**src/rtl/cache_alloc_pkg.sv**
```systemverilog
// Shared state encoding and helpers for the cache way allocator and its tag array.
package cache_alloc_pkg;

  typedef enum logic [1:0] {
    IDLE,
    LOOKUP,
    WAIT_VICTIM,
    ALLOC
  } alloc_state_e;

  // Widest way vector the helpers handle; callers size-cast to NUM_WAYS.
  localparam int unsigned MAX_WAYS = 64;
  typedef logic [MAX_WAYS-1:0] way_vec_t;

  function automatic way_vec_t lowest_one_hot(input way_vec_t vec);
    return vec & (~vec + way_vec_t'(1));
  endfunction

  function automatic int unsigned tag_width(input int unsigned address_width,
                                            input int unsigned offset_bits);
    return address_width - offset_bits;
  endfunction

endpackage

```
**src/rtl/cache_way_allocator_if.sv**
```systemverilog
// Requester, response and replacement-policy signals of cache_way_allocator.
interface cache_way_allocator_if #(
  parameter int unsigned NUM_WAYS      = 4,
  parameter int unsigned ADDRESS_WIDTH = 32
);
  logic                     req_valid;
  logic                     req_ready;
  logic [ADDRESS_WIDTH-1:0] req_addr;
  logic                     resp_valid;
  logic                     resp_hit;
  logic [NUM_WAYS-1:0]      resp_way;
  logic [NUM_WAYS-1:0]      hitWay;
  logic [NUM_WAYS-1:0]      allocateWay;
  logic                     victim_req;
  logic [NUM_WAYS-1:0]      evictionTarget;
  logic                     evictionReady;

  modport master (
    output req_valid, req_addr, evictionTarget, evictionReady,
    input  req_ready, resp_valid, resp_hit, resp_way, hitWay, allocateWay, victim_req
  );

  modport slave (
    input  req_valid, req_addr, evictionTarget, evictionReady,
    output req_ready, resp_valid, resp_hit, resp_way, hitWay, allocateWay, victim_req
  );
endinterface

```
**src/rtl/cache_tag_array.sv**
```systemverilog
// NUM_WAYS tag/valid registers with a one-hot write port, parallel compare and clear-all.
module cache_tag_array #(
  parameter int unsigned NUM_WAYS  = 4,
  parameter int unsigned TAG_WIDTH = 26
) (
  input  logic                 clk,
  input  logic                 reset,
  input  logic                 i_clear,
  input  logic                 i_wr_en,
  input  logic [NUM_WAYS-1:0]  i_wr_way,
  input  logic [TAG_WIDTH-1:0] i_wr_tag,
  input  logic [TAG_WIDTH-1:0] i_cmp_tag,
  output logic [NUM_WAYS-1:0]  o_match,
  output logic [NUM_WAYS-1:0]  o_valid
);
  logic [TAG_WIDTH-1:0] r_tags [NUM_WAYS];
  logic [NUM_WAYS-1:0]  r_valid;

  always_ff @(posedge clk or posedge reset) begin
    if (reset) begin
      r_valid <= '0;
      for (int unsigned i = 0; i < NUM_WAYS; i++) r_tags[i] <= '0;
    end else if (i_clear) begin
      r_valid <= '0;
    end else if (i_wr_en) begin
      for (int unsigned i = 0; i < NUM_WAYS; i++) begin
        if (i_wr_way[i]) begin
          r_tags[i]  <= i_wr_tag;
          r_valid[i] <= 1'b1;
        end
      end
    end
  end

  always_comb begin
    o_match = '0;
    for (int unsigned i = 0; i < NUM_WAYS; i++) begin
      o_match[i] = r_valid[i] && (r_tags[i] == i_cmp_tag);
    end
  end

  assign o_valid = r_valid;
endmodule

```
**src/rtl/cache_way_allocator.sv**
```systemverilog
// Tag lookup and way allocation for one fully-associative set, upstream of the LRU policy.
// Optional flush port enabled by defining CACHE_ALLOC_FLUSH_EN.
import cache_alloc_pkg::*;

module cache_way_allocator #(
  parameter int unsigned NUM_WAYS      = 4,
  parameter int unsigned ADDRESS_WIDTH = 32,
  parameter int unsigned OFFSET_BITS   = 6
) (
  input logic clk,
  input logic reset,
`ifdef CACHE_ALLOC_FLUSH_EN
  input logic flush,
`endif
  cache_way_allocator_if.slave bus
);
  localparam int unsigned TAG_WIDTH = tag_width(ADDRESS_WIDTH, OFFSET_BITS);

  alloc_state_e         r_state;
  logic [TAG_WIDTH-1:0] r_tag;
  logic [NUM_WAYS-1:0]  r_victim;
  logic                 r_hit;
  logic                 r_resp_valid;
  logic                 r_resp_hit;
  logic                 r_victim_req;
  logic [NUM_WAYS-1:0]  r_resp_way;
  logic [NUM_WAYS-1:0]  r_hit_way;
  logic [NUM_WAYS-1:0]  r_alloc_way;

  logic                 w_flush;
  logic                 w_ready;
  logic                 w_accept;
  logic                 w_clear;
  logic                 w_wr_en;
  logic                 w_unused_offset;
  logic [TAG_WIDTH-1:0] w_req_tag;
  logic [NUM_WAYS-1:0]  w_match;
  logic [NUM_WAYS-1:0]  w_valid;
  logic [NUM_WAYS-1:0]  w_first_invalid;
  logic [NUM_WAYS-1:0]  w_target;

`ifdef CACHE_ALLOC_FLUSH_EN
  assign w_flush = flush;
`else
  assign w_flush = 1'b0;
`endif

  assign w_req_tag       = bus.req_addr[ADDRESS_WIDTH-1:OFFSET_BITS];
  assign w_unused_offset = ^bus.req_addr[OFFSET_BITS-1:0];
  assign w_ready         = (r_state == IDLE) && !w_flush;
  assign w_accept        = bus.req_valid && w_ready;
  assign w_clear         = (r_state == IDLE) && w_flush;
  assign w_wr_en         = (r_state == ALLOC);
  assign w_first_invalid = NUM_WAYS'(lowest_one_hot(way_vec_t'(~w_valid)));
  assign w_target        = NUM_WAYS'(lowest_one_hot(way_vec_t'(bus.evictionTarget)));

  cache_tag_array #(
    .NUM_WAYS  (NUM_WAYS),
    .TAG_WIDTH (TAG_WIDTH)
  ) u_tags (
    .clk       (clk),
    .reset     (reset),
    .i_clear   (w_clear),
    .i_wr_en   (w_wr_en),
    .i_wr_way  (r_victim),
    .i_wr_tag  (r_tag),
    .i_cmp_tag (w_req_tag),
    .o_match   (w_match),
    .o_valid   (w_valid)
  );

  // The compare runs on the incoming tag at accept time, so hit outputs are
  // registered then and show during LOOKUP; LOOKUP only routes the miss path.
  always_ff @(posedge clk or posedge reset) begin
    if (reset) begin
      r_state      <= IDLE;
      r_tag        <= '0;
      r_victim     <= '0;
      r_hit        <= 1'b0;
      r_resp_valid <= 1'b0;
      r_resp_hit   <= 1'b0;
      r_resp_way   <= '0;
      r_hit_way    <= '0;
      r_alloc_way  <= '0;
      r_victim_req <= 1'b0;
    end else begin
      r_resp_valid <= 1'b0;
      r_resp_hit   <= 1'b0;
      r_resp_way   <= '0;
      r_hit_way    <= '0;
      r_alloc_way  <= '0;
      r_victim_req <= 1'b0;
      case (r_state)
        IDLE: begin
          if (w_accept) begin
            r_tag    <= w_req_tag;
            r_hit    <= |w_match;
            r_victim <= w_first_invalid;
            r_state  <= LOOKUP;
            if (|w_match) begin
              r_resp_valid <= 1'b1;
              r_resp_hit   <= 1'b1;
              r_resp_way   <= w_match;
              r_hit_way    <= w_match;
            end
          end
        end
        LOOKUP: begin
          if (r_hit) begin
            r_state <= IDLE;
          end else if (|r_victim) begin
            r_state      <= ALLOC;
            r_resp_valid <= 1'b1;
            r_resp_way   <= r_victim;
            r_alloc_way  <= r_victim;
          end else begin
            r_state      <= WAIT_VICTIM;
            r_victim_req <= 1'b1;
          end
        end
        WAIT_VICTIM: begin
          if (bus.evictionReady && |bus.evictionTarget) begin
            r_victim     <= w_target;
            r_state      <= ALLOC;
            r_resp_valid <= 1'b1;
            r_resp_way   <= w_target;
            r_alloc_way  <= w_target;
          end else begin
            r_victim_req <= 1'b1;
          end
        end
        ALLOC:   r_state <= IDLE;
        default: r_state <= IDLE;
      endcase
    end
  end

  assign bus.req_ready   = w_ready;
  assign bus.resp_valid  = r_resp_valid;
  assign bus.resp_hit    = r_resp_hit;
  assign bus.resp_way    = r_resp_way;
  assign bus.hitWay      = r_hit_way;
  assign bus.allocateWay = r_alloc_way;
  assign bus.victim_req  = r_victim_req;
endmodule

```
**src/flat_wrapper.sv**
```systemverilog
// flat-port wrapper written by rule: the top's interface ports become plain ports
module cache_way_allocator_flat 
#(
  parameter int unsigned NUM_WAYS      = 4,
  parameter int unsigned ADDRESS_WIDTH = 32,
  parameter int unsigned OFFSET_BITS   = 6
)
  (clk, reset, bus_req_valid, bus_req_addr, bus_evictionTarget, bus_evictionReady, bus_req_ready, bus_resp_valid, bus_resp_hit, bus_resp_way, bus_hitWay, bus_allocateWay, bus_victim_req);
  cache_way_allocator_if #(.NUM_WAYS(NUM_WAYS), .ADDRESS_WIDTH(ADDRESS_WIDTH)) bus_i ();
  input logic clk;
  input logic reset;
  input wire logic [$bits(bus_i.req_valid)-1:0] bus_req_valid;
  input wire logic [$bits(bus_i.req_addr)-1:0] bus_req_addr;
  input wire logic [$bits(bus_i.evictionTarget)-1:0] bus_evictionTarget;
  input wire logic [$bits(bus_i.evictionReady)-1:0] bus_evictionReady;
  output wire logic [$bits(bus_i.req_ready)-1:0] bus_req_ready;
  output wire logic [$bits(bus_i.resp_valid)-1:0] bus_resp_valid;
  output wire logic [$bits(bus_i.resp_hit)-1:0] bus_resp_hit;
  output wire logic [$bits(bus_i.resp_way)-1:0] bus_resp_way;
  output wire logic [$bits(bus_i.hitWay)-1:0] bus_hitWay;
  output wire logic [$bits(bus_i.allocateWay)-1:0] bus_allocateWay;
  output wire logic [$bits(bus_i.victim_req)-1:0] bus_victim_req;
  assign bus_i.req_valid = bus_req_valid;
  assign bus_i.req_addr = bus_req_addr;
  assign bus_i.evictionTarget = bus_evictionTarget;
  assign bus_i.evictionReady = bus_evictionReady;
  assign bus_req_ready = bus_i.req_ready;
  assign bus_resp_valid = bus_i.resp_valid;
  assign bus_resp_hit = bus_i.resp_hit;
  assign bus_resp_way = bus_i.resp_way;
  assign bus_hitWay = bus_i.hitWay;
  assign bus_allocateWay = bus_i.allocateWay;
  assign bus_victim_req = bus_i.victim_req;
  cache_way_allocator #(.NUM_WAYS(NUM_WAYS), .ADDRESS_WIDTH(ADDRESS_WIDTH), .OFFSET_BITS(OFFSET_BITS)) u_core (.clk(clk), .reset(reset), .bus(bus_i));
endmodule
```
**config.mk**
```make
export PLATFORM = sky130hd
export DESIGN_NAME = cache_way_allocator_flat
export DESIGN_NICKNAME = d
export VERILOG_FILES = /design/src/rtl/cache_alloc_pkg.sv /design/src/rtl/cache_way_allocator_if.sv /design/src/rtl/cache_tag_array.sv /design/src/rtl/cache_way_allocator.sv /design/src/flat_wrapper.sv
export SDC_FILE = /design/constraint.sdc
export NUM_CORES = 1
export LEC_CHECK = 0
export ABC_AREA = 1
export CAP_MARGIN = 20
export CORE_ASPECT_RATIO = 1.5
export CORE_MARGIN = 4
export CORE_UTILIZATION = 58
export CTS_CLUSTER_DIAMETER = 200
export CTS_CLUSTER_SIZE = 14
export DETAILED_ROUTE_END_ITERATION = 10
export GPL_TIMING_DRIVEN = 1
export HOLD_SLACK_MARGIN = 0.15
export PLACE_DENSITY = 0.79
export SYNTH_ARGS = -nofsm -noshare
export SYNTH_HDL_FRONTEND = slang
export SYNTH_HIERARCHICAL = 1
export SYNTH_SLANG_ARGS = --single-unit
```
**constraint.sdc**
```tcl
create_clock -name clk -period 4.3 [get_ports clk]
set_clock_uncertainty 0.05 [all_clocks]
set_input_delay 0.645 -clock clk [delete_from_list [all_inputs] [get_ports clk]]
set_output_delay 0.645 -clock clk [all_outputs]
set_load 0.005 [all_outputs]
```
# Word level (Yosys, flattened, before mapping)
# Index checks and enable logic that the tools add are counted.
[op_classes]
add_sub_neg = 2
multipliers = 0
div_mod_pow = 0
magnitude_cmp = 0
n_eq_ne = 9
n_shift = 0
muxes = 27
n_bitwise = 5
reduce_logical = 18
[ops]
columns = ["op", "n"]
rows = [
  ["$eq 26x26->1", 4],
  ["$mux 4", 8],
  ["$pmux 4 s2", 2],
  ["$not 4->4", 3],
  ["$pmux 4 s3", 1],
  ["$reduce_and 2->1", 6],
  ["$reduce_or 4->1", 3],
  ["$mux 1", 10],
  ["$add 4x1->4 const B", 2],
  ["$and 4x4->4", 2],
  ["$pmux 2 s4", 1],
  ["$logic_and 1x1->1", 6],
  ["$mux 2", 3],
  ["$eq 2x2->1 const B", 2],
  ["$pmux 1 s3", 1],
  ["$reduce_and 3->1", 1],
  ["$eq 2x1->1 const B", 1],
  ["$logic_not 2->1", 1],
  ["$ne 2x1->1 const B", 1],
  ["$ne 2x2->1 const B", 1],
  ["$pmux 1 s2", 1],
  ["$reduce_bool 2->1", 1],
]
[totals]
regBits = 156
latchBits = 0
ram_bits = 0
romBits = 0
inputBits = 40
memories = 0

# Logic depth before layout (Yosys ltp)
# Gate-level depths: netlist (run 1).
[logic_depth]
ltp_word = 6
mapped_depth = 12
ltp_nobuf = 12

# Modules after synthesis
# Netlist (run 1), hierarchy kept.
[by_module_without_submodules]
columns = ["mod", "instances", "cells_per_inst", "area_each_um2", "seq_area_each_um2"]
rows = [
  ["cache_tag_array", 1, 862, 5810.6, 2702.6],
  ["cache_way_allocator", 1, 252, 2149.6, 1201.2],
]

# Worst setup path after synthesis (run 1)
# Ideal clock, no wire load.
[synth_path]
kind = "in2reg"
startpoint = "input bus_req_addr[31]"
endpoint = "register u_core.r_resp_valid (netlist: u_core/bus.resp_valid)"
t_arrival_ns = 1.484
setup_slack_ns = 2.684
stages = 12
path_cell_list = "inv_1 -> nand2_1 -> nand2_1 -> nor2_1 -> nand2_1 -> nor2_1 -> nand2_1 -> nor2_1 -> nor2_1 -> nand3_1 -> nand2_1 -> a31oi_1"
[synth_between]
elab_chain_len = 6
elab_cells_between_ends = 12
classes_between = "4 x eq/ne; 3 x mux; 5 x reduce/logical"
[synth_rtl]
columns = ["item", "line", "rtl"]
rows = [
  ["start: declaration", "flat_wrapper.sv:13", "input wire logic [$bits(bus_i.req_addr)-1:0] bus_req_addr;"],
  ["$eq 26x26->1", "cache_tag_array.sv:38", "o_match[i] = r_valid[i] && (r_tags[i] == i_cmp_tag);"],
  ["$logic_and 1x1->1", "cache_tag_array.sv:38", ""],
  ["via u_core.w_match[3]", "cache_way_allocator.sv:37", "logic [NUM_WAYS-1:0] w_match;"],
  ["$reduce_or 4->1", "cache_way_allocator.sv:100", "if (|w_match) begin"],
  ["$mux 1", "cache_way_allocator.sv:100", ""],
  ["$mux 1", "cache_way_allocator.sv:95", "if (w_accept) begin"],
  ["$pmux 1 s3", "cache_way_allocator.sv:93", "case (r_state)"],
  ["end signal: assignment", "cache_way_allocator.sv:87", "r_resp_valid <= 1'b0;"],
  ["end signal: assignment", "cache_way_allocator.sv:101", "r_resp_valid <= 1'b1;"],
  ["end signal: assignment", "cache_way_allocator.sv:113", "r_resp_valid <= 1'b1;"],
  ["end: declaration", "cache_way_allocator.sv:23", "logic r_resp_valid;"],
]
# The timed path passes the listed nets, and every way through them passes these cells.
# A chain may end at the register's enable or synchronous reset.

# Final worst setup path (run 1)
[layout_path]
startpoint = "register u_core.r_state[0]"
endpoint = "output bus_req_ready"
[layout_between]
elab_chain_len = 1
[layout_rtl]
columns = ["item", "line", "rtl"]
rows = [
  ["start: declaration", "cache_way_allocator.sv:19", "alloc_state_e r_state;"],
  ["start signal: assignment", "cache_way_allocator.sv:76", "r_state <= IDLE;"],
  ["start signal: assignment", "cache_way_allocator.sv:99", "r_state <= LOOKUP;"],
  ["start signal: assignment", "cache_way_allocator.sv:110", "r_state <= IDLE;"],
  ["$logic_not 2->1", "cache_way_allocator.sv:50", "assign w_ready = (r_state == IDLE) && !w_flush;"],
  ["end: declaration", "flat_wrapper.sv:16", "output wire logic [$bits(bus_i.req_ready)-1:0] bus_req_ready;"],
]
# Every way passes these cells.

==> out/metrics.csv, run 1 <==
stage,metric,value,unit
setup_path,worstReg2RegEnd,u_core/bus.resp_way[2],
detailed_routing,met3WireLength,900,microns
detailed_routing,dr.pass1.iters,5,
clock_tree,cts_buffers,17,
setup_path,regToRegSetupSlack,2050,ps
logic_synthesis,synth.avg_cell_area,7.15,sq um
clock_tree,cts_resized,0,
clock_tree,clock-sinks,156,
global_routing,grt_usage,0.269,
timing,tns,0,ps
pwr,power_leakage,4.84,nW
pwr,pwr-share-seq,0.412,
logic_synthesis,synth.top_cell.area_share,0.490,
final_layout,nFillCells,1116,
place,place_inst,1304,
detailed_routing,wl_per_cell,15.1,microns
floorplan,die_h,151,microns
detailed_routing,highest_layer,met4,
clock_tree,htreeDepth,4,
final_layout,finalNonFillerCells,1339,
detailed_routing,drt-total-wl,20200,microns
logic_synthesis,yosys_warnings,6,
logic_synthesis,ys_seq_elements,156,
pwr,power.net_switching,1.71,mW
logic_synthesis,seq_area_frac_synth,0.490,
worst_hold_path,min_from,u_core/r_tag[10],
floorplan,start_util,0.591,
worst_hold_path,holdPathStages,2,
clock_tree,clock_latency,420,ps
logic_synthesis,synth_cell_types,29,
clock_tree,clk_pin_slew,60,ps
floorplan,std_cell_rows,52,
timing,finalHoldViolCount,0,
place,post-place-ws,1600,ps
final_layout,final_nets,1211,
setup_path,crit_type,flop to output pin,
detailed_routing,wirelength_met1,8320,microns
worst_hold_path,hold-path-endpoint,u_core/r_tag[10],
final_layout,diodes,0,
timing,finalCritPeriodShare,0.570,
detailed_routing,via_per_inst,5.13,
timing,finalCriticalPeriod,2450,ps
floorplan,core_area,0.0135,sq mm
setup_path,worstReg2RegStart,u_core/r_state[0],
final_layout,syn2layout_area_growth,16.8,%
setup_path,startpoint,u_core/r_state[0],
global_routing,grt_remaining_overflow,0,
global_routing,grt_max_degree,109,
setup_path,crit_required,3610,ps
global_routing,grt_pass1_wl,32800,microns
pwr,combPwrFrac,0.261,
place,port_buffers,49,
clock_tree,cts_max_path_buffers,2,
worst_hold_path,worst_hold_path_type,flop to flop,
logic_synthesis,syn_area,0.00796,sq mm
logic_synthesis,netlist.top_cell.by_area,dfrtp_1,
flow_run,timing.max_cap.violations,0,
timing,fin_ws,1850,ps
floorplan,die_w,104,microns
detailed_routing,drc,0,
clock_tree,cts_tree,yes,
detailed_routing,drtAntennaViolNets,0,
timing,maxSlewViolCount,0,
place,dp_hpwl,13500,microns
setup_path,end_kind,output pin,
logic_synthesis,synth_area_leaders,"dfrtp_1 (49%), nand2_1 (24%), inv_1 (8.0%)",
timing,slew_headroom,0.573,
timing,setup_viol,0,
floorplan,dieArea,0.0157,sq mm
status,status,finished clean,
setup_path,critical_path.startpoint_type,flop,
detailed_routing,vias,6874,
final_layout,drive_above_1_share,0.0450,
global_routing,grt_antenna_before_repair,0,
logic_synthesis,netlist_instances,1114,
setup_path,worstRegToRegCells,9,
pwr,clkPwrFrac,0.327,
detailed_routing,drtIter0Drc,497,
floorplan,design.portCount,56,
clock_tree,hold_buffers,0,
clock_tree,postCtsSetupRepairBufs,0,
pwr,p_per_area,548,mW/mm^2
detailed_routing,wl_met2,10200,microns
setup_path,cp_max_fo,8,
pwr,vdd_ir_drop_max,0.281,mV
final_layout,finish.utilization,0.690,
timing,worstMarginPinSlew,639,ps
pwr,internal-power,3.38,mW
place,place.gp.congestion,0.931,
clock_tree,clock_tree.root_cell,clkbuf_16,
setup_path,cp.arrival,1760,ps
pwr,p_sw_frac,0.335,
pwr,p_total,5.09,mW
global_routing,first_global_vias,6483,
timing,rsz0062_at_grt,no,
timing,max_freq,408,MHz
[cell type report]
type / instances / area [sq um] / area share
flip-flops and latches: 156 / 3900 / 0.420
multi-input cells: 762 / 3270 / 0.352
inverters: 172 / 648 / 0.0697
repair buffers: 56 / 613 / 0.0659
clock buffers: 21 / 470 / 0.0506
well taps: 162 / 203 / 0.0218
clock inverters: 10 / 188 / 0.0202
[worst max-delay path, stage by stage, from the launching register on]
cell	delay [ps]
dfrtp_1	470
inv_1	150
ha_1	200
clkdlybuf4s50_1	510
[cell usage in the layout, fill, tap and decap left out, types with 2 or more instances in the layout]
cell type and instances:
nor2_1 75, nand2_4 3, nand2_1 503, clkinvlp_4 2, xor2_1 4, nand3_1 13, o21ai_0 107, conb_1 5
nand3_2 4, inv_1 167, buf_12 4, ha_1 6, clkbuf_8 3, nand2_2 2, bufinv_16 5, clkinv_4 2
xnor2_1 14, dfrtp_1 156, o21ai_1 7, nand4_1 8, a21oi_1 5, buf_4 2, inv_2 4, clkdlybuf4s50_1 49
clkbuf_16 17
[state kept, by name, summed over array words and instances (netlist names), named ones only]
register / cells
u_core/bus.allocateWay: 4
u_core/bus.hitWay: 4
u_core/bus.resp_hit: 1
u_core/bus.resp_valid: 1
u_core/bus.resp_way: 4
u_core/bus.victim_req: 1
u_core/r_hit: 1
u_core/r_state: 1
u_core/r_tag: 26
u_core/r_victim: 4
u_core/u_tags/o_valid: 4
u_core/u_tags/r_tags: 104
[worst max-delay path by stage]
stage,cells past startpoint,end,slack [ps]
4_1_cts,3,bus_req_ready,1820
3_3_place_gp,13,u_core/bus.resp_valid,1610
2_1_floorplan,1,u_core/u_tags/o_valid[0],760
6_report,3,bus_req_ready,1850
3_5_place_dp,13,u_core/bus.resp_valid,1600
5_1_grt,3,bus_req_ready,1750
[stage by stage]
stage          hold WS, ps  cell area [sq um]
2_1_floorplan          399               7980
3_3_place_gp           411               8550
3_5_place_dp           415               8550
4_1_cts                431               9210
5_1_grt                452               9300
6_report               428               9300
[synthesized netlist by cell type, drive strengths merged]
library cell	count
a21oi	5
a31oi	1
buf	17
clkbuf	11
conb	1
dfrtp	156
ha	6
inv	172
nand2	508
nand3	18
nand3b	1
nand4	8
nor2	76
o21ai	114
o22ai	1
or2	1
xnor2	14
xor2	4
[power by group through the flow]
| stage | Sequential, mW | Clock (mW) | Combinational [mW] |
|---|---|---|---|
| after global routing | 2.14 | 1.74 | 1.53 |
| after detailed placement | 2.11 | 0 | 1.31 |
| final | 2.10 | 1.67 | 1.33 |
| after CTS | 2.09 | 1.69 | 1.32 |
| after global placement | 2.10 | 0 | 1.27 |
| after floorplan | 2.05 | 0 | 0.945 |
[logic make-up (layout without fill, tap and decap cells)]
family / Yosys count / count (layout) / synth area share
flip-flops: 156 / 156 / 0.490
AND/OR/NAND/NOR: 612 / 612 / 0.303
buffers and inverters: 200 / 259 / 0.100
adder cells (fa/ha/maj): 6 / 6 / 0.00943
AO/OA/AOI/OAI: 121 / 121 / 0.0764
other: 1 / 5 / 0.000471
XOR/XNOR: 18 / 18 / 0.0198
[per-layer routing]
layer	vias up	global-route usage
met1	3168	0.318
li1	3430	-
met4	0	0.136
met3	60	0.0458
met5	-	0
met2	216	0.479
Note: power is estimated with default switching activity, not from simulation.
==> inputs of run 2 (changes only) <==
--- a/config.mk
+++ b/config.mk
@@ -9,13 +9,13 @@
 export CAP_MARGIN = 20
 export CORE_ASPECT_RATIO = 1.5
 export CORE_MARGIN = 4
-export CORE_UTILIZATION = 58
+export CORE_UTILIZATION = 53
 export CTS_CLUSTER_DIAMETER = 200
 export CTS_CLUSTER_SIZE = 14
 export DETAILED_ROUTE_END_ITERATION = 10
 export GPL_TIMING_DRIVEN = 1
 export HOLD_SLACK_MARGIN = 0.15
-export PLACE_DENSITY = 0.79
+export PLACE_DENSITY = 0.76
 export SYNTH_ARGS = -nofsm -noshare
 export SYNTH_HDL_FRONTEND = slang
 export SYNTH_HIERARCHICAL = 1
==> constraint.sdc (replaced) <==
create_clock -name clk -period 2.2 [get_ports clk]
set_clock_uncertainty 0.05 [all_clocks]
set_input_delay 0.33 -clock clk [delete_from_list [all_inputs] [get_ports clk]]
set_output_delay 0.33 -clock clk [all_outputs]
set_load 0.005 [all_outputs]
==> run 2 against run 1 <==
Effect of this change:
- via count up 1.5%
- critical path depth unchanged
- global-route usage down 0.56 points
- critical path type unchanged
- largest power group unchanged
- highest routed layer unchanged
==> out/metrics.csv, run 2 (synthesis gave the netlist of run 1 again) <==
stage,metric,value,unit,change
final_layout,syn2layout_area_growth,20.0,%,
final_layout,reg.largest.list,"u_core/u_tags/r_tags (104), u_core/r_tag (26)",,
detailed_routing,drtAntennaViolNets,0,,unchanged
detailed_routing,drtIter0Drc,442,,-11%
detailed_routing,dr.pass1.iters,7,,+2
final_layout,final_cell_mix,"nand2_1 (503), inv_1 (166), dfrtp_1 (154)",,
place,dp_hpwl,14400,microns,+6.7%
global_routing,grt_remaining_overflow,0,,unchanged
timing,finalCriticalPeriod,2090,ps,
setup_path,max_stage_delay,510,ps,about the same
pwr,p_per_area,1010,mW/mm^2,+85%
setup_path,crit_required,1820,ps,-1790 ps
detailed_routing,drt-total-wl,20800,microns,+2.7%
clock_tree,clock-sinks,156,,unchanged
clock_tree,cts_tree,yes,,
floorplan,die_h,158,microns,+4.4%
place,port_buffers,49,,unchanged
global_routing,grt_pass1_wl,34500,microns,+5.0%
timing,setup_viol,0,,unchanged
clock_tree,clk_pin_slew,60,ps,about the same
final_layout,design_area,0.00955,sq mm,+2.7%
detailed_routing,wl_per_cell,14.7,microns,-2.4%
timing,finalCritPeriodShare,0.949,,
setup_path,crit_type,flop to output pin,,
flow_run,timing.max_cap.violations,0,,unchanged
timing,rsz0062_at_grt,no,,
detailed_routing,via_per_inst,4.95,,-3.6%
final_layout,diodes,0,,unchanged
floorplan,design.portCount,56,,unchanged
final_layout,largest-register,u_core/u_tags/r_tags,,
floorplan,die_w,108,microns,+4.3%
clock_tree,cts_max_path_buffers,2,,unchanged
timing,finalHoldViolCount,0,,unchanged
setup_path,end_kind,output pin,,
global_routing,grt_antenna_before_repair,0,,unchanged
detailed_routing,drc,0,,unchanged
clock_tree,clock_latency,420,ps,about the same
floorplan,std_cell_rows,54,,+3.8%
setup_path,critical_path.startpoint_type,flop,,
status,status,finished clean,,
place,place_inst,1378,,+5.7%
final_layout,finish.utilization,0.651,,-0.0390
timing,max_freq,479,MHz,
floorplan,start_util,0.543,,-0.0481
place,placed_area,0.00897,sq mm,+4.9%
detailed_routing,vias,6976,,+1.5%
floorplan,core_area,0.0147,sq mm,+8.9%
final_layout,drive_above_1_share,0.0766,,+0.0316
final_layout,final_nets,1247,,+3.0%
timing,worstMarginPinSlew,620,ps,-18.9 ps
final_layout,mostFrequentLayoutCell,nand2_1,,
clock_tree,clock_tree.root_cell,clkbuf_16,,
place,place.gp.congestion,0.905,,-2.8%
pwr,power_leakage,4.98,nW,+2.9%
clock_tree,cts_buffers,17,,unchanged
timing,maxSlewViolCount,0,,unchanged
worst_hold_path,worst_hold_path_type,primary input to asynchronous set/reset pin,,
final_layout,largest_reg_flops,104,,unchanged
global_routing,first_global_vias,6707,,+3.5%
setup_path,critPathSlowestCell,clkdlybuf4s50_1,,
final_layout,finalNonFillerCells,1410,,+5.3%
setup_path,cp.arrival,1710,ps,-50 ps
pwr,vdd_ir_drop_max,0.555,mV,+97%
floorplan,dieArea,0.0171,sq mm,+8.8%
clock_tree,htreeDepth,4,,unchanged
timing,slew_headroom,0.587,,+0.0132
setup_path,worstPathCellList,inv_1 > ha_2 > clkdlybuf4s50_1,,
global_routing,grt_usage,0.264,,-0.00563
setup_path,cp_max_fo,6,,-2
timing,fin_hold_ws,312,ps,-116 ps
global_routing,grt_max_degree,109,,unchanged
clock_tree,postCtsSetupRepairBufs,0,,unchanged
-- run 2: cell types whose count changed in the layout (fill, tap and decap cells not counted), moves of 2 or more --
| cell | change |
|---|---|
| buf_12 | +3 |
| buf_4 | +34 |
| bufinv_16 | -3 |
| clkbuf_8 | -3 |
| clkinv_2 | +3 |
| clkinv_4 | +3 |
| dfrtp_1 | -2 |
| dfrtp_2 | +2 |
| inv_6 | +2 |
-- run 2: cell type report --
type                       instances  area (sq um)
clock inverter                    13           141
clock buffer                      19           433
multi-input combinational        762          3280
tap                              196           245
sequential                       156          3910
fill                            1269          5110
timing repair buffer              92           901
inverter                         172           649
-- run 2: worst paths after layout --
path	endpoint	slack, ps	cells past startpoint
max in group asynchronous	u_core/u_tags/r_tags[72]	1220	3
min in group clk	u_core/r_tag[2]	430	2
max reg2reg	u_core/bus.resp_valid	470	7
min reg2reg	u_core/r_tag[2]	430	2
max	bus_req_ready	110	3
min	u_core/r_tag[8]	310	3
-- run 2: where the power goes --
part / total (mW) / leakage [nW] / switching, mW / internal [mW]
Combinational: 2.73 / 2.60 / 1.71 / 1.02
Sequential: 4.09 / 2.09 / 0.502 / 3.59
Clock: 2.86 / 0.285 / 1.18 / 1.68
Total: 9.68 / 4.98 / 3.39 / 6.29
-- run 2: worst max-delay path, delay by kind of cell (launching register included) --
family                     cells  cell delay [ps]
adders and majority gates      1              210
buffers and inverters          2              630
DFF                            1              450
-- run 2: what timing repair did --
action                                  in CTS  in global routing
gates resized for setup                      1                  3
hold buffers                                 0                  0
endpoints found under the setup margin       1                  1
-- run 2: stage by stage --
stage / worst slack [ps] / power, mW / TNS (ps)
after global routing: 24.0 / 10.4 / 0
after detailed placement: -80.5 / 6.81 / -166
after global placement: -57.4 / 6.72 / -104
after CTS: 19.5 / 9.72 / 0
final: 111 / 9.68 / 0
after floorplan: 518 / 5.85 / 0
-- run 2: routing by layer --
metal,GRT usage,share of wire,up-vias
met5,0,0,-
met4,0.131,0.045,0
met3,0.0453,0.052,53
met2,0.443,0.50,228
met1,0.328,0.40,3189
li1,-,-,3506
==> inputs of run 3 (changes only) <==
--- a/config.mk
+++ b/config.mk
@@ -9,13 +9,12 @@
 export CAP_MARGIN = 20
 export CORE_ASPECT_RATIO = 1.5
 export CORE_MARGIN = 4
-export CORE_UTILIZATION = 53
+export CORE_UTILIZATION = 52
 export CTS_CLUSTER_DIAMETER = 200
 export CTS_CLUSTER_SIZE = 14
 export DETAILED_ROUTE_END_ITERATION = 10
 export GPL_TIMING_DRIVEN = 1
-export HOLD_SLACK_MARGIN = 0.15
-export PLACE_DENSITY = 0.76
+export PLACE_DENSITY = 0.75
 export SYNTH_ARGS = -nofsm -noshare
 export SYNTH_HDL_FRONTEND = slang
 export SYNTH_HIERARCHICAL = 1
==> run 3 against run 2 <==
Effect of this change:
- register-to-register slack lost 60 ps
- final cell count is 0.35% higher
- critical endpoint unchanged
- setup slack gained 0.50 ps
- via count rose by 0.75%
- largest cell class unchanged
- non-clock buffer count is 2 higher
- global-route usage is 0.62 points lower
- die area increased by 1.8%
- worst hold slack got worse by 66 ps
- total power rose by 0.90%
- design area rose by 0.65%
- critical path depth unchanged
- clock-buffer cell count grew 1
==> out/metrics.csv, run 3 (synthesis gave the netlist of run 1 again) <==
stage,metric,value,unit,change
setup_path,end_kind,output pin,,
final_layout,diodes,0,,unchanged
setup_path,regToRegSetupSlack,410,ps,-60 ps
pwr,vdd_ir_drop_max,0.485,mV,-13%
setup_path,worstPathCellList,inv_2 > ha_1 > clkdlybuf4s50_1,,
setup_path,cp_max_fo,8,,+2
detailed_routing,drtAntennaViolNets,0,,unchanged
floorplan,design.portCount,56,,unchanged
detailed_routing,via_per_inst,4.97,,+0.39%
clock_tree,hold_buffers,0,,unchanged
final_layout,syn2layout_area_growth,20.8,%,
floorplan,core_area,0.0151,sq mm,+2.8%
detailed_routing,met3WireLength,1090,microns,+1.2%
clock_tree,clock-sinks,156,,unchanged
pwr,p_per_area,1020,mW/mm^2,+0.25%
clock_tree,cts_tree,yes,,
final_layout,finalNonFillerCells,1415,,+0.35%
place,port_buffers,49,,unchanged
setup_path,crit_buf_inv,2,,unchanged
clock_tree,cts_buffers,17,,unchanged
timing,finalCritPeriodShare,0.949,,about the same
timing,rsz0062_at_grt,no,,
setup_path,worstReg2RegStart,u_core/r_state[0],,
floorplan,die_w,109,microns,+0.88%
setup_path,startpoint,u_core/r_state[0],,
detailed_routing,vias,7028,,+0.75%
global_routing,first_global_vias,6854,,+2.2%
clock_tree,clk_pin_slew,60,ps,about the same
timing,finalCriticalPeriod,2090,ps,-0.504 ps
timing,fin_hold_ws,246,ps,-66.4 ps
global_routing,grt_remaining_overflow,0,,unchanged
flow_run,timing.max_cap.violations,0,,unchanged
detailed_routing,wirelength_met1,8430,microns,+0.14%
clock_tree,htreeDepth,4,,unchanged
final_layout,final_cell_mix,"nand2_1 (503), inv_1 (166), dfrtp_1 (154)",,
final_layout,largest-register,u_core/u_tags/r_tags,,
final_layout,drive_above_1_share,0.0781,,+0.00152
pwr,p_total,9.77,mW,+0.90%
place,dp_hpwl,14500,microns,+0.30%
clock_tree,clock_latency,420,ps,about the same
final_layout,largest_reg_flops,104,,unchanged
global_routing,grt_max_degree,54,,-50%
detailed_routing,wl_per_cell,14.8,microns,+0.38%
final_layout,final_nets,1249,,+0.16%
worst_hold_path,worst_hold_path_type,primary input to asynchronous set/reset pin,,
timing,setup_viol,0,,unchanged
place,place_inst,1383,,+0.36%
global_routing,grt_pass1_wl,34600,microns,+0.50%
setup_path,crit_type,flop to output pin,,
floorplan,start_util,0.528,,-0.0147
detailed_routing,drt-total-wl,20900,microns,+0.74%
clock_tree,cts_max_path_buffers,2,,unchanged
detailed_routing,wl_met2,10400,microns,+0.58%
status,status,finished clean,,
detailed_routing,drc,0,,unchanged
setup_path,crit_required,1820,ps,about the same
global_routing,grt_antenna_before_repair,0,,unchanged
floorplan,dieArea,0.0174,sq mm,+1.8%
setup_path,critical_path.startpoint_type,flop,,
pwr,power_leakage,4.99,nW,+0.27%
timing,max_freq,479,MHz,about the same
setup_path,critPathSlowestCell,clkdlybuf4s50_1,,
detailed_routing,dr.pass1.iters,5,,-2
place,place.gp.congestion,0.913,,+0.95%
global_routing,grt_usage,0.258,,-0.00622
setup_path,cp.arrival,1710,ps,about the same
place,post-place-ws,-88.3,ps,-7.88 ps
detailed_routing,drtIter0Drc,507,,+15%
setup_path,critPathTopFamily,buffers and inverters,,
clock_tree,clock_tree.root_cell,clkbuf_16,,
timing,maxSlewViolCount,0,,unchanged
floorplan,std_cell_rows,55,,+1.9%
detailed_routing,highest_layer,met4,,
timing,tns,0,ps,unchanged
timing,finalHoldViolCount,0,,unchanged
final_layout,reg.largest.list,"u_core/u_tags/r_tags (104), u_core/r_tag (26)",,
floorplan,die_h,160,microns,+0.91%
final_layout,mostFrequentLayoutCell,nand2_1,,
timing,fin_ws,112,ps,+0.504 ps
setup_path,max_stage_delay,510,ps,about the same
## run 3: worst paths after layout
check,endpoint,cells after the start
worst max-delay path,bus_req_ready,3
worst min-delay path,u_core/u_tags/r_tags[32],2
worst max register to register,u_core/u_tags/r_tags[3],5
worst min register to register,u_core/r_tag[21],2
max in group asynchronous,u_core/u_tags/r_tags[38],3
min in group clk,u_core/r_tag[21],2
## run 3: timing repair
action | 4_1_cts | 5_1_grt
setup buffers | 0 | 0
setup endpoints to repair | 0 | 1
endpoints found under the hold margin | 0 | 0
gates resized for setup | 0 | 3
## run 3: metal layers
metal,GRT usage,vias up
met5,0,-
met4,0.129,0
met2,0.421,251
met3,0.0422,61
li1,-,3510
met1,0.326,3206
## run 3: report_power, final
group          switching, mW  internal, mW
Clock                   1.20          1.74
Sequential             0.501          3.59
Combinational           1.72          1.02
## run 3: through the flow
step | utilization | instance area (sq um)
detailed placement | 0.598 | 9020
floorplan | - | 7980
CTS | 0.638 | 9610
global route | 0.638 | 9610
global placement | 0.598 | 9020
finish | 0.638 | 9610
## run 3: area by class of cell
cell class | instances | area [sq um]
Fill cell | 1326 | 5460
Clock inverter | 12 | 139
Inverter | 172 | 649
Clock buffer | 20 | 457
Sequential cell | 156 | 3910
Timing Repair Buffer | 94 | 941
Multi-Input combinational cell | 762 | 3270
Tap cell | 199 | 249
==> RTL edit 1, RTL diff (config.mk and constraints of run 1) <==
`OFFSET_BITS` is set to 6 in 2 places; all go to 4.
--- a/src/rtl/cache_way_allocator.sv
+++ b/src/rtl/cache_way_allocator.sv
@@ -7,3 +7,3 @@
   parameter int unsigned ADDRESS_WIDTH = 32,
-  parameter int unsigned OFFSET_BITS   = 6
+  parameter int unsigned OFFSET_BITS   = 4
 ) (
--- a/src/flat_wrapper.sv
+++ b/src/flat_wrapper.sv
@@ -5,3 +5,3 @@
   parameter int unsigned ADDRESS_WIDTH = 32,
-  parameter int unsigned OFFSET_BITS   = 6
+  parameter int unsigned OFFSET_BITS   = 4
 )
Behaviour: not the same (Yosys sat finds a counterexample within 10 cycles, from zero or initial values and one cycle with reset high).
==> RTL edit 1 against run 1 <==
Total power grew 2.1%; maximum frequency down 1.5%; count of clock-buffer cells in the layout is 3 lower; worst setup slack worse by 0.038 ns; via count grew 9.3%; area after synthesis rose by 7.9%; final area rose by 4.7%; sequential cell count grew 10; highest routed layer unchanged; wire length rose by 16%; largest power group unchanged.
==> RTL edit 1: results <==
metrics = {
    "run_status": {
        "status": "completed",
    },
    "grt": {
        "grt_pass1_vias": 7271,
        "grt_pass1_wl_um": 37700,
        "grt_antenna_before_repair": 0,
        "grt_usage_pct": 29.3,
        "grt_max_degree": 61,
    },
    "place": {
        "place.gp.congestion": 0.945,
        "place_ws_ns": 1.47,
        "io_buffers": 51,
        "place_inst": 1406,
        "placed_area_um2": 9160,
        "dpl.hpwl_um": 16200,
    },
    "synth": {
        "ys_top_cells_by_area": "dfrtp_1, nand2_1, inv_1",
        "synth.avg_cell_area_um2": 7.26,
        "muxShareOfSynthArea_pct": 0,
        "synth-compound-area-share_pct": 9.95,
        "synth.net_count": 1230,
        "seq_area_frac_synth_pct": 48.4,
        "synth_ff_type": "dfrtp_1",
        "synth_top_cells_by_count": "nand2_1, dfrtp_1, inv_1, o21ai_0, nor2_1",
        "synth_fa_ha_area_share_pct": 0.874,
        "synthXorXnorAreaFrac_pct": 0.510,
        "synth_cell_types": 31,
    },
    "critical_path": {
        "path_max_fanout": 8,
        "slowest_delay_ns": 0.52,
        "cp_slowest_cell": "clkdlybuf4s50_1",
        "arrival_ns": 1.79,
        "path_delay_family": "buffers and inverters",
    },
    "power_and_ir_drop": {
        "leakage_nw": 4.99,
        "ir_worst_vdd_uv": 508,
    },
    "cells_and_area": {
        "nets": 1275,
        "utilization_pct": 67.0,
        "diodes": 0,
        "drive_above_1_share_pct": 7.09,
        "largestRegisters": "u_core/u_tags/r_tags: 112 flops, u_core/r_tag: 28 flops",
        "fillers": 1250,
    },
    "route": {
        "initialDrtViolationCount": 650,
        "dr.pass1.iters": 5,
        "vias_per_cell": 5.23,
        "routed_wl_um": 23500,
        "wl_met1_um": 9280,
        "dr_wl_met2_um": 11700,
        "vias": 7514,
        "wl_met3_um": 1170,
        "top_layer_used": "met4",
    },
    "timing": {
        "worst_pin_slew_ns": 0.790,
    },
    "clock_network": {
        "clkLatencyLatePin_ns": 0.42,
        "numCtsBuffers": 17,
        "postCtsSetupRepairBufs": 0,
        "cts_resized": 0,
        "cts_htree_levels": 4,
        "cts-root-buf": "clkbuf_16",
        "clk_pin_slew_ns": 0.07,
    },
    "hold_path": {
        "hold_class": "reg -> reg",
    },
}
-- RTL edit 1: cell types whose count changed after synthesis, sizes merged --
| cell | delta |
|---|---|
| nand2 | +32 |
| o21ai | +27 |
| dfrtp | +10 |
| xnor2 | -10 |
| buf | +5 |
| o211ai | +4 |
| or2 | +3 |
| xor2 | -3 |
| inv | +2 |
| nor2 | +2 |
| a21oi | -1 |
| clkbuf | -1 |
-- RTL edit 1: final timing paths --
check                      slack (ns)                         endpoint                           from  depth (start not counted)
max reg2reg                      2.23  u_core/bus.resp_valid$_DFF_PP0_  u_core/r_state[0]$_DFFE_PP0P_                          6
min                              0.43     u_core/r_tag[16]$_DFFE_PP0P_   u_core/r_tag[16]$_DFFE_PP0P_                          2
min reg2reg                      0.43     u_core/r_tag[16]$_DFFE_PP0P_   u_core/r_tag[16]$_DFFE_PP0P_                          2
min in group asynchronous        0.70     u_core/r_tag[26]$_DFFE_PP0P_                          reset                          2
max                              1.81                    bus_req_ready  u_core/r_state[0]$_DFFE_PP0P_                          3
max in group asynchronous        2.70      u_core/r_tag[1]$_DFFE_PP0P_                          reset                          3
-- RTL edit 1: cell type report --
class	instances	share of cell area, %
clock buffer	18	4.51
inverter	174	6.73
tap	196	2.52
clock inverter	14	1.44
sequential	166	42.7
timing repair buffer	58	5.91
multi-input combinational	812	36.2
-- RTL edit 1: power breakdown --
part | total [mW] | internal [mW] | switching (mW)
logic | 1.47 | 0.495 | 0.971
registers | 2.23 | 1.95 | 0.280
clock network | 1.51 | 0.833 | 0.675
total | 5.20 | 3.28 | 1.93
-- RTL edit 1: layer usage --
layer,track usage [%],vias to the layer above
li1,-,3668
met1,36.0,3524
met2,48.6,254
met3,5.13,68
met4,17.1,0
met5,0,-
==> RTL edit 2, RTL diff (flow settings as in run 1) <==
Made on the original files. Encoding of `alloc_state_e`: now Gray code (2 bits for 4 states).
--- a/src/rtl/cache_alloc_pkg.sv
+++ b/src/rtl/cache_alloc_pkg.sv
@@ -4,6 +4,6 @@
   typedef enum logic [1:0] {
-    IDLE,
-    LOOKUP,
-    WAIT_VICTIM,
-    ALLOC
+    IDLE        = 2'b00,
+    LOOKUP      = 2'b01,
+    WAIT_VICTIM = 2'b11,
+    ALLOC       = 2'b10
   } alloc_state_e;
Function: same outputs for any inputs over 4 cycles, from zero or initial values and one cycle with reset high; so few cycles prove little.
==> RTL edit 2 against run 1 <==
Final area fell by 1.9%; sequential cell count did not move; area after synthesis fell by 2.4%; wire length fell by 0.47%; synthesized cell count fell by 2.3%; total power rose by 1.6%; worst setup slack improved by 0.12 ns.
==> RTL edit 2: results <==
metrics = {
    "clock_network": {
        "clkLatencyLatePin_ns": 0.41,
        "cts_resized": 0,
        "clk_pin_slew_ns": 0.06,
        "clock_path_buffers": 2,
        "cts-root-buf": "clkbuf_16",
        "postCtsSetupRepairBufs": 0,
        "numCtsBuffers": 17,
        "cts_htree_levels": 4,
    },
    "route": {
        "vias_per_cell": 5.19,
        "initialDrtViolationCount": 533,
        "routed_wl_um": 20100,
        "dr.pass1.iters": 5,
    },
    "synth": {
        "synth_top_cells_by_count": "nand2_1, inv_1, dfrtp_1, o21ai_0, nor2_1",
        "ys_top_cells_by_area": "dfrtp_1, nand2_1, inv_1",
        "yosys_warnings": 6,
        "synth_ff_type": "dfrtp_1",
        "synth_cell_types": 26,
        "ys_async_sr_fraction_pct": 100,
        "seq_area_frac_synth_pct": 50.2,
    },
    "timing": {
        "worst_pin_slew_ns": 0.681,
    },
    "place": {
        "io_buffers": 49,
        "dpl.hpwl_um": 13400,
        "place.gp.congestion": 0.912,
    },
    "grt": {
        "grt_pass1_wl_um": 32200,
        "grt_antenna_before_repair": 0,
        "grt_pass1_vias": 6348,
        "grt_use_met2_pct": 45.0,
        "gr-usage-met3_pct": 5.60,
        "grt_usage_pct": 27.7,
        "met1_usage_pct": 34.7,
        "grt_max_degree": 81,
    },
    "cells_and_area": {
        "largestRegisters": "u_core/u_tags/r_tags: 104 flops, u_core/r_tag: 26 flops",
        "diodes": 0,
        "drive_above_1_share_pct": 4.51,
        "nets": 1182,
    },
    "hold_path": {
        "hold_class": "reg -> reg",
    },
    "power_and_ir_drop": {
        "leakage_nw": 4.76,
        "ir_worst_vdd_uv": 316,
    },
    "run_status": {
        "status": "completed",
    },
    "critical_path": {
        "cp_slowest_cell": "clkdlybuf4s50_1",
        "slowest_delay_ns": 0.67,
        "path_delay_family": "simple AND/OR/NAND/NOR gates",
        "path_max_fanout": 6,
        "arrival_ns": 2.60,
    },
}
## RTL edit 2: cell types whose count changed after synthesis, moves of 2 or more
cell      delta
nand2_1      -2
ha_1         -6
nand4_1      -6
nor2_1       +3
a21oi_1      -4
nand2_4      -2
inv_1       -11
o21ai_0      -4
nand3_1      +6
clkbuf_1     -2
nor2_2       +2
## RTL edit 2: path summary, 6_finish.rpt
kind                                               start                              endpoint  slack, ns  depth (start not counted)
setup reg to reg           u_core/r_state[0]$_DFFE_PP0P_  u_core/u_tags/r_tags[53]$_DFFE_PP0P_       2.14                          5
min in group asynchronous                          reset  u_core/u_tags/r_tags[32]$_DFFE_PP0P_       0.50                          2
max in group asynchronous                          reset          u_core/r_tag[24]$_DFFE_PP0P_       2.77                          3
hold reg to reg             u_core/r_tag[15]$_DFFE_PP0P_          u_core/r_tag[15]$_DFFE_PP0P_       0.43                          2
hold / removal              u_core/r_tag[15]$_DFFE_PP0P_          u_core/r_tag[15]$_DFFE_PP0P_       0.43                          2
setup / recovery                         bus_req_addr[7]              u_core/r_hit$_DFFE_PP0P_       1.97                         13
## RTL edit 2: routing by layer
layer  share of wire (%)  wire length (µm)
met5                   0                 0
met4                 4.5               903
met3                 6.1              1230
met2                  49              9900
met1                  40              8110
## RTL edit 2: cell type report
type	count	area [µm²]
clock buffers	21	450
fillers	1057	3960
multi-input cells	749	3140
inverters	161	607
repair buffers	57	636
clock inverters	10	189
flip-flops and latches	156	3900
well taps	159	199
## RTL edit 2: power by group
part | switching (mW) | internal [mW]
Sequential | 0.302 | 1.89
Combinational | 0.868 | 0.491
Clock | 0.580 | 1.05
Total | 1.75 | 3.43
## RTL edit 2: metrics by stage
stage               instances  setup WS (ns)  hold slack [ns]  instance area [µm²]
floorplan                1092          0.759            0.399                 7790
global placement         1277           1.62            0.411                 8360
detailed placement       1277           1.61            0.415                 8360
CTS                      1308           1.84            0.432                 9000
global route             1313           1.81            0.452                 9130
finish                   1313           1.97            0.425                 9130
## RTL edit 2: logic make-up after synthesis
kind of cell,count (synthesis),synth area share (%)
AO/OA/AOI/OAI,113,7.33
XOR/XNOR,18,2.03
buffers and inverters,187,9.53
flip-flops,156,50.2
other,1,0.0483
AND/OR/NAND/NOR,613,30.8
## RTL edit 2: worst min-delay path, stage by stage, from the launching register on
cell,delay [ns]
dfrtp_1,0.34
nand2_1,0.05
nand2_1,0.05
